**src/rtl/pipe_stage_reg_if.sv**
```systemverilog
// Handshake bundle between a pipeline stage register and its neighbours.
// The master modport is the surrounding pipeline; the slave modport is the stage itself.
interface pipe_stage_reg_if #(
  parameter int DATA_W = 32,
  parameter int CTRL_W = 8,
  parameter int RD_W   = 5
);
  logic              in_valid;
  logic              in_ready;
  logic [DATA_W-1:0] in_data;
  logic [CTRL_W-1:0] in_ctrl;
  logic [RD_W-1:0]   in_rd;
  logic              out_valid;
  logic              out_ready;
  logic [DATA_W-1:0] out_data;
  logic [CTRL_W-1:0] out_ctrl;
  logic [RD_W-1:0]   out_rd;

  modport master (
    output in_valid, in_data, in_ctrl, in_rd, out_ready,
    input  in_ready, out_valid, out_data, out_ctrl, out_rd
  );

  modport slave (
    input  in_valid, in_data, in_ctrl, in_rd, out_ready,
    output in_ready, out_valid, out_data, out_ctrl, out_rd
  );
endinterface

```
**src/rtl/pipe_stage_reg.sv**
```systemverilog
// Two-entry skid pipeline register: HEAD drives the downstream stage, SKID absorbs one
// extra instruction so in_ready never depends combinationally on out_ready.
module pipe_stage_reg #(
  parameter int DATA_W = 32,
  parameter int CTRL_W = 8,
  parameter int RD_W   = 5
) (
  input  logic                 clk,
  input  logic                 reset,
  input  logic                 flush,
  pipe_stage_reg_if.slave      bus,
  output logic [1:0]           level
);

  // Handshake: a transfer happens on a rising edge where valid and ready are both high;
  // valid/data are held until the transfer, ready never depends on the partner's valid.

  typedef enum logic [1:0] {
    S_EMPTY = 2'd0,
    S_ONE   = 2'd1,
    S_FULL  = 2'd2
  } state_e;

  state_e state_q, state_d;

  logic [DATA_W-1:0] head_data, skid_data;
  logic [CTRL_W-1:0] head_ctrl, skid_ctrl;
  logic [RD_W-1:0]   head_rd,   skid_rd;

  logic accept, consume;
  logic load_head_in, load_skid_in, head_from_skid, clear_all;

  assign bus.in_ready  = reset & (state_q != S_FULL) & ~flush;
  assign bus.out_valid = (state_q != S_EMPTY) & ~flush;
  assign accept        = bus.in_valid & bus.in_ready;
  assign consume       = bus.out_valid & bus.out_ready;

  // Bubbles present all-zero payload so no stale reg_write/mem_write leaks downstream.
  assign bus.out_data = bus.out_valid ? head_data : '0;
  assign bus.out_ctrl = bus.out_valid ? head_ctrl : '0;
  assign bus.out_rd   = bus.out_valid ? head_rd   : '0;

  // The state register doubles as the occupancy count.
  assign level = state_q;

  always_ff @(posedge clk or negedge reset) begin
    if (!reset) state_q <= S_EMPTY;
    else        state_q <= state_d;
  end

  always_comb begin
    state_d        = state_q;
    load_head_in   = 1'b0;
    load_skid_in   = 1'b0;
    head_from_skid = 1'b0;
    clear_all      = 1'b0;
    case (state_q)
      S_EMPTY: begin
        if (accept) begin
          state_d      = S_ONE;
          load_head_in = 1'b1;
        end
      end
      S_ONE: begin
        if (accept && consume) begin
          load_head_in = 1'b1;
        end else if (accept) begin
          state_d      = S_FULL;
          load_skid_in = 1'b1;
        end else if (consume) begin
          state_d = S_EMPTY;
        end
      end
      S_FULL: begin
        if (consume) begin
          state_d        = S_ONE;
          head_from_skid = 1'b1;
        end
      end
      default: state_d = S_EMPTY;
    endcase
    if (flush) begin
      state_d        = S_EMPTY;
      load_head_in   = 1'b0;
      load_skid_in   = 1'b0;
      head_from_skid = 1'b0;
      clear_all      = 1'b1;
    end
  end

  always_ff @(posedge clk or negedge reset) begin
    if (!reset) begin
      head_data <= '0;
      head_ctrl <= '0;
      head_rd   <= '0;
    end else if (clear_all) begin
      head_data <= '0;
      head_ctrl <= '0;
      head_rd   <= '0;
    end else if (load_head_in) begin
      head_data <= bus.in_data;
      head_ctrl <= bus.in_ctrl;
      head_rd   <= bus.in_rd;
    end else if (head_from_skid) begin
      head_data <= skid_data;
      head_ctrl <= skid_ctrl;
      head_rd   <= skid_rd;
    end
  end

  always_ff @(posedge clk or negedge reset) begin
    if (!reset) begin
      skid_data <= '0;
      skid_ctrl <= '0;
      skid_rd   <= '0;
    end else if (clear_all) begin
      skid_data <= '0;
      skid_ctrl <= '0;
      skid_rd   <= '0;
    end else if (load_skid_in) begin
      skid_data <= bus.in_data;
      skid_ctrl <= bus.in_ctrl;
      skid_rd   <= bus.in_rd;
    end
  end

endmodule

```
**src/flat_wrapper.sv**
```systemverilog
// flat-port wrapper written by rule: the top's interface ports become plain ports
module pipe_stage_reg_flat 
#(
  parameter int DATA_W = 32,
  parameter int CTRL_W = 8,
  parameter int RD_W   = 5
)
  (clk, reset, flush, level, bus_in_valid, bus_in_data, bus_in_ctrl, bus_in_rd, bus_out_ready, bus_in_ready, bus_out_valid, bus_out_data, bus_out_ctrl, bus_out_rd);
  pipe_stage_reg_if #(.DATA_W(DATA_W), .CTRL_W(CTRL_W), .RD_W(RD_W)) bus_i ();
  input  logic clk;
  input  logic reset;
  input  logic flush;
  output logic [1:0] level;
  input wire logic [$bits(bus_i.in_valid)-1:0] bus_in_valid;
  input wire logic [$bits(bus_i.in_data)-1:0] bus_in_data;
  input wire logic [$bits(bus_i.in_ctrl)-1:0] bus_in_ctrl;
  input wire logic [$bits(bus_i.in_rd)-1:0] bus_in_rd;
  input wire logic [$bits(bus_i.out_ready)-1:0] bus_out_ready;
  output wire logic [$bits(bus_i.in_ready)-1:0] bus_in_ready;
  output wire logic [$bits(bus_i.out_valid)-1:0] bus_out_valid;
  output wire logic [$bits(bus_i.out_data)-1:0] bus_out_data;
  output wire logic [$bits(bus_i.out_ctrl)-1:0] bus_out_ctrl;
  output wire logic [$bits(bus_i.out_rd)-1:0] bus_out_rd;
  assign bus_i.in_valid = bus_in_valid;
  assign bus_i.in_data = bus_in_data;
  assign bus_i.in_ctrl = bus_in_ctrl;
  assign bus_i.in_rd = bus_in_rd;
  assign bus_i.out_ready = bus_out_ready;
  assign bus_in_ready = bus_i.in_ready;
  assign bus_out_valid = bus_i.out_valid;
  assign bus_out_data = bus_i.out_data;
  assign bus_out_ctrl = bus_i.out_ctrl;
  assign bus_out_rd = bus_i.out_rd;
  pipe_stage_reg #(.DATA_W(DATA_W), .CTRL_W(CTRL_W), .RD_W(RD_W)) u_core (.clk(clk), .reset(reset), .flush(flush), .bus(bus_i), .level(level));
endmodule
```
**config.mk**
```make
export PLATFORM = sky130hd
export DESIGN_NAME = pipe_stage_reg_flat
export DESIGN_NICKNAME = d
export VERILOG_FILES = /design/src/rtl/pipe_stage_reg_if.sv /design/src/rtl/pipe_stage_reg.sv /design/src/flat_wrapper.sv
export SDC_FILE = /design/constraint.sdc
export NUM_CORES = 1
export LEC_CHECK = 0
export ABC_AREA = 1
export BUFFER_PORTS_ARGS = -buffer_cell sky130_fd_sc_hd__buf_2
export CAP_MARGIN = 5
export CORE_ASPECT_RATIO = 1.25
export CORE_MARGIN = 2
export CORE_UTILIZATION = 55
export DETAILED_ROUTE_END_ITERATION = 12
export PLACE_DENSITY_LB_ADDON = 0.3
export SLEW_MARGIN = 40
export SYNTH_ARGS = -nofsm -noshare
export SYNTH_HDL_FRONTEND = slang
export SYNTH_SLANG_ARGS = --single-unit
```
**constraint.sdc**
```tcl
create_clock -name clk -period 2.4 [get_ports clk]
set_input_delay 0.72 -clock clk [delete_from_list [all_inputs] [get_ports clk]]
set_output_delay 0.72 -clock clk [all_outputs]
set_load 0.05 [all_outputs]
```
======== Yosys cells after proc, flatten, opt, wreduce, memory -nomap -nowiden ========
Cells that the tools add are included.
word-level totals
  register bits ........................... 92
  input port bits ......................... 50
  output and inout bits ................... 49
  logic and storage cells ................. 62
operators by class
  equality and inequality tests ........... 7
  mux-type cells .......................... 36
  bitwise logic cells ..................... 6
  reduce and logical (&&, ||, !) cells .... 6
operators by type and width
  operator              number
  $mux W32              6
  $mux W8               6
  $mux W5               6
  $mux W2               6
  $mux W1               10
  $ne A3 B2 Y1 const B  2
  $pmux W2 S3           1
  $and A1 B1 Y1         5
  $ne A4 B2 Y1 const B  1
  $reduce_and A4 Y1     1
  $reduce_bool A2 Y1    2
  $ne A3 B3 Y1 const B  1
  $reduce_bool A3 Y1    1
  $eq A2 B1 Y1 const B  1
  $eq A2 B2 Y1 const B  1
  $logic_not A2 Y1      1
  $ne A2 B2 Y1 const B  1
  $pmux W1 S2           1
  $logic_and A1 B1 Y1   1
  $not A1 Y1            1

======== Logic depth before layout (Yosys ltp) ========
  word-level depth ........................ 10
  gate-level depth with buffers ........... 10
  gate-level depth less buffers ........... 9

======== Worst setup path after synthesis ========
Ideal clock, no wire load.
  path kind ............................... input port to output port
  start point ............................. input port flush
  end point ............................... output port bus_out_data[10]
  data arrival time ....................... 2013 ps
  required time ........................... 1680 ps
  slack ................................... -333 ps
  stages on the path ...................... 5
  path buffers ............................ 2
  path through ............................ buf_2 -> inv_2 -> nand2_1 -> clkbuf_1 -> nor2_1
on the way
  longest elaborated chain between the ends .. 3
RTL lines
  what           line                  RTL
  from (decl)    flat_wrapper.sv:12    input logic flush;
  $not A1 Y1     pipe_stage_reg.sv:34  assign bus.out_valid = (state_q != S_EMPTY) & ~flush;
  $and A1 B1 Y1  pipe_stage_reg.sv:34
  $mux W32       pipe_stage_reg.sv:39  assign bus.out_data = bus.out_valid ? head_data : '0;
  to (decl)      flat_wrapper.sv:21    output wire logic [$bits(bus_i.out_data)-1:0] bus_out_data;
Every way passes these cells.

======== Worst setup path in the final report ========
  start point ............................. register u_core.state_q[1], in the netlist u_core.level[1]
  end point ............................... output port bus_out_rd[1]
on the way
  longest elaborated chain between the ends .. 3
RTL lines
  what                    line                  RTL
  from (decl)             pipe_stage_reg.sv:24  state_e state_q, state_d;
  from (signal assigned)  pipe_stage_reg.sv:48  else state_q <= state_d;
  $reduce_bool A2 Y1      pipe_stage_reg.sv:34
  $and A1 B1 Y1           pipe_stage_reg.sv:34
  $mux W5                 pipe_stage_reg.sv:41  assign bus.out_rd = bus.out_valid ? head_rd : '0;
  to (decl)               flat_wrapper.sv:23    output wire logic [$bits(bus_i.out_rd)-1:0] bus_out_rd;
Every way passes these cells.

==> out/metrics.csv <==
metric;value;unit
status;complete, no violations;
syn-num-nets;716;
synthCells;666;
arrival;1630;ps
worst_path_max_delay_cell;dfrtp_1;
ys_seq_area_share;48.9;%
yosysUniqueCellTypes;20;
slew_viol_final;0;
n_antenna_cell;0;
yosys.cell_count.top_type;nand2_1;
nNetsFinal;803;
synth.area.top_cells;dfrtp_1 49%, nand2_1 22%, nand3_1 9.9%, o21ai_0 4.8%, inv_1 4.0%;
r2r-end;u_core.head_rd[2]$_DFFE_PN0P_;
finClkSkew;7.61;ps
r2r_cells;10;
grt_overflow;0;
postCtsSetupBuffers;0;
period_minus_slack;2350;ps
p_per_area;598;nW/um^2
clk_pin_slew;90;ps
antenna_left;0;
first_iter_violations;300;
place_ws;47.2;ps
regToRegSetupSlack;610;ps
design.core.area;8290;um^2
drc_errors;0;
start_kind;flop;
clkPwrFrac;32.2;%
grt_pass1_wl;20.3;mm
internal_power;2.50;mW
clk_latency;360;ps
rsz0062_at_grt;true;
crit_path_end;bus_out_rd[1];
fp-row-count;37;
ctsLongestPathBuffers;2;
htreeDepth;3;
cp.required;1680;ps
synth_flop_cell;dfrtp_1;
leakagePower;3.12;nW
vias;4604;
multi_input_area;2310;um^2
min_period_over_period;97.9;%
final_cells;855;
port_buffers;98;
critical_path_class;reg -> out;
antenna_found_initial;0;
yosysWarnings;0;
switching_share;30.4;%
die_width;86.8;um
layout-drive-gt1-share;25.2;%
hold_viol_final;0;
grt_max_degree;65;
crit_fanout;5;
regArea;2300;um^2
seqPwrFrac;49.3;%
vias_per_cell;5.38;
synth_edf_count;0;
wirelength;12.3;mm
tritoncts;done;
cts_buffers;9;
place.gp.congestion;0.812;
cpPeakStageDelay;400;ps
dieArea;9330;um^2
synth_common_cells;280 x nand2_1, 93 x nand3_1, 92 x dfrtp_1;
hpwl;7.76;mm
dp.cells;838;
cap_violations;0;
fillers;657;
synth-seq-cells;92;
crit_path_cell_trace;inv_2 > nand2_2 > nand2_4 > buf_4 > nor2_4 > buf_2;
ys_async_sr_fraction;100;%
power.switching;1.09;mW
hold_class;in -> async;
ir_drop;0.359;mV
synth_area_leader_cell;dfrtp_1;
fmax;0.425;GHz
dpl_cell_area;5660;um^2
relSlewSlack;60.8;%
grt_pass1_vias;4412;
synth_area;4710;um^2
die_y;107;um
combPwrFrac;18.5;%
ios;99;
start_util;56.8;%
setup_ws;49.8;ps
startpoint;u_core.level[1]$_DFFE_PN0P_;
grt.total_usage;27.2;%
post_drt_wl_per_cell;14.3;um
first_pass_iters;4;
utilization;72.3;%
cts-root-buf;clkbuf_8;
crit_path_end_kind;primary output;
syn_area_per_cell;7.07;um^2
synth_top_area_share;48.9;%
clock-sinks;92;
syn_to_final_growth;27.2;%
finalSetupViolations;0;
design_area;5990;um^2
fin_setup_tns;0;ps
worstReg2RegStart;u_core.level[1]$_DFFE_PN0P_;
worstMarginPinSlew;588;ps
cells in the final DEF, fill, tap and decap left out, drive strengths merged:
| cell type | synthesis | routed |
|---|---|---|
| dfrtp | 92 | 92 |
| clkinvlp | 0 | 3 |
| nand2 | 282 | 282 |
| o21ai | 46 | 46 |
| nor3 | 1 | 1 |
| nor2 | 50 | 50 |
| nand3 | 95 | 95 |
| o31ai | 1 | 1 |
| clkinv | 0 | 1 |
| a21oi | 1 | 1 |
| bufinv | 0 | 2 |
| buf | 11 | 119 |
| nand4 | 1 | 1 |
| inv | 53 | 54 |
| clkbuf | 33 | 10 |
power by group through the flow:
stage	registers, mW	logic, mW	clock network [mW]
6_report	1.77	0.663	1.16
5_1_grt	1.78	0.743	1.24
3_5_place_dp	1.79	0.648	0
2_1_floorplan	1.78	0.432	0
3_3_place_gp	1.79	0.625	0
4_1_cts	1.76	0.657	1.18
per-stage QoR:
stage / hold WS (ps) / power, mW
after floorplan: 424 / 2.21
after global placement: 466 / 2.41
after detailed placement: 474 / 2.44
after CTS: 376 / 3.60
after global routing: 410 / 3.77
final: 381 / 3.59
final cells by class:
type	instances	area share, %
Clock buffer	9	2.07
Clock inverter	7	1.63
Inverter	53	3.38
Multi-Input combinational cell	477	38.5
Sequential cell	92	38.4
Tap cell	97	2.03
Timing Repair Buffer	120	14.0
kinds of logic after synthesis:
| logic type | Yosys count | share of synthesized area [%] |
|---|---|---|
| buffers and inverters | 97 | 8.10 |
| AO/OA/AOI/OAI | 48 | 5.47 |
| AND/OR/NAND/NOR | 429 | 37.6 |
| flip-flops | 92 | 48.9 |
state kept, by name, indices dropped and copies added, names as in the netlist:
signal	cells
u_core.head_rd	5
u_core.skid_data	32
u_core.level	2
u_core.skid_rd	5
u_core.head_ctrl	8
u_core.head_data	32
u_core.skid_ctrl	8
worst max-delay path: cells and delay by family (launching register included):
family | cells | cell delay [ps]
buffers and inverters | 3 | 550
DFF | 1 | 400
and+or+nand+nor | 3 | 330
metal layers:
layer	vias up	part of all wire [%]	wire length [um]	global-route usage [%]
met2	151	51	6310	47.6
met5	-	0	0	0
met1	2179	41	4980	34.3
met3	30	5.2	634	3.68
met4	0	2.8	340	9.49
li1	2244	-	-	-
how the worst min path moves through the flow:
stage	startpoint	endpoint	slack, ps
after global placement	u_core.skid_ctrl[1]$_DFFE_PN0P_	u_core.skid_ctrl[1]$_DFFE_PN0P_	470
final	reset	u_core.head_data[0]$_DFFE_PN0P_	380
after floorplan	reset	u_core.head_ctrl[0]$_DFFE_PN0P_	420
after CTS	reset	u_core.head_data[0]$_DFFE_PN0P_	380
after detailed placement	u_core.skid_rd[0]$_DFFE_PN0P_	u_core.skid_rd[0]$_DFFE_PN0P_	470
after global routing	reset	u_core.head_data[0]$_DFFE_PN0P_	410
repair_timing:
action	4_1_cts	5_1_grt
gates resized for setup	32	3
setup endpoints to repair	30	35
pin swaps	0	1
gates cloned	0	1
hold buffers	0	0
(Power assumes the default switching activity.)
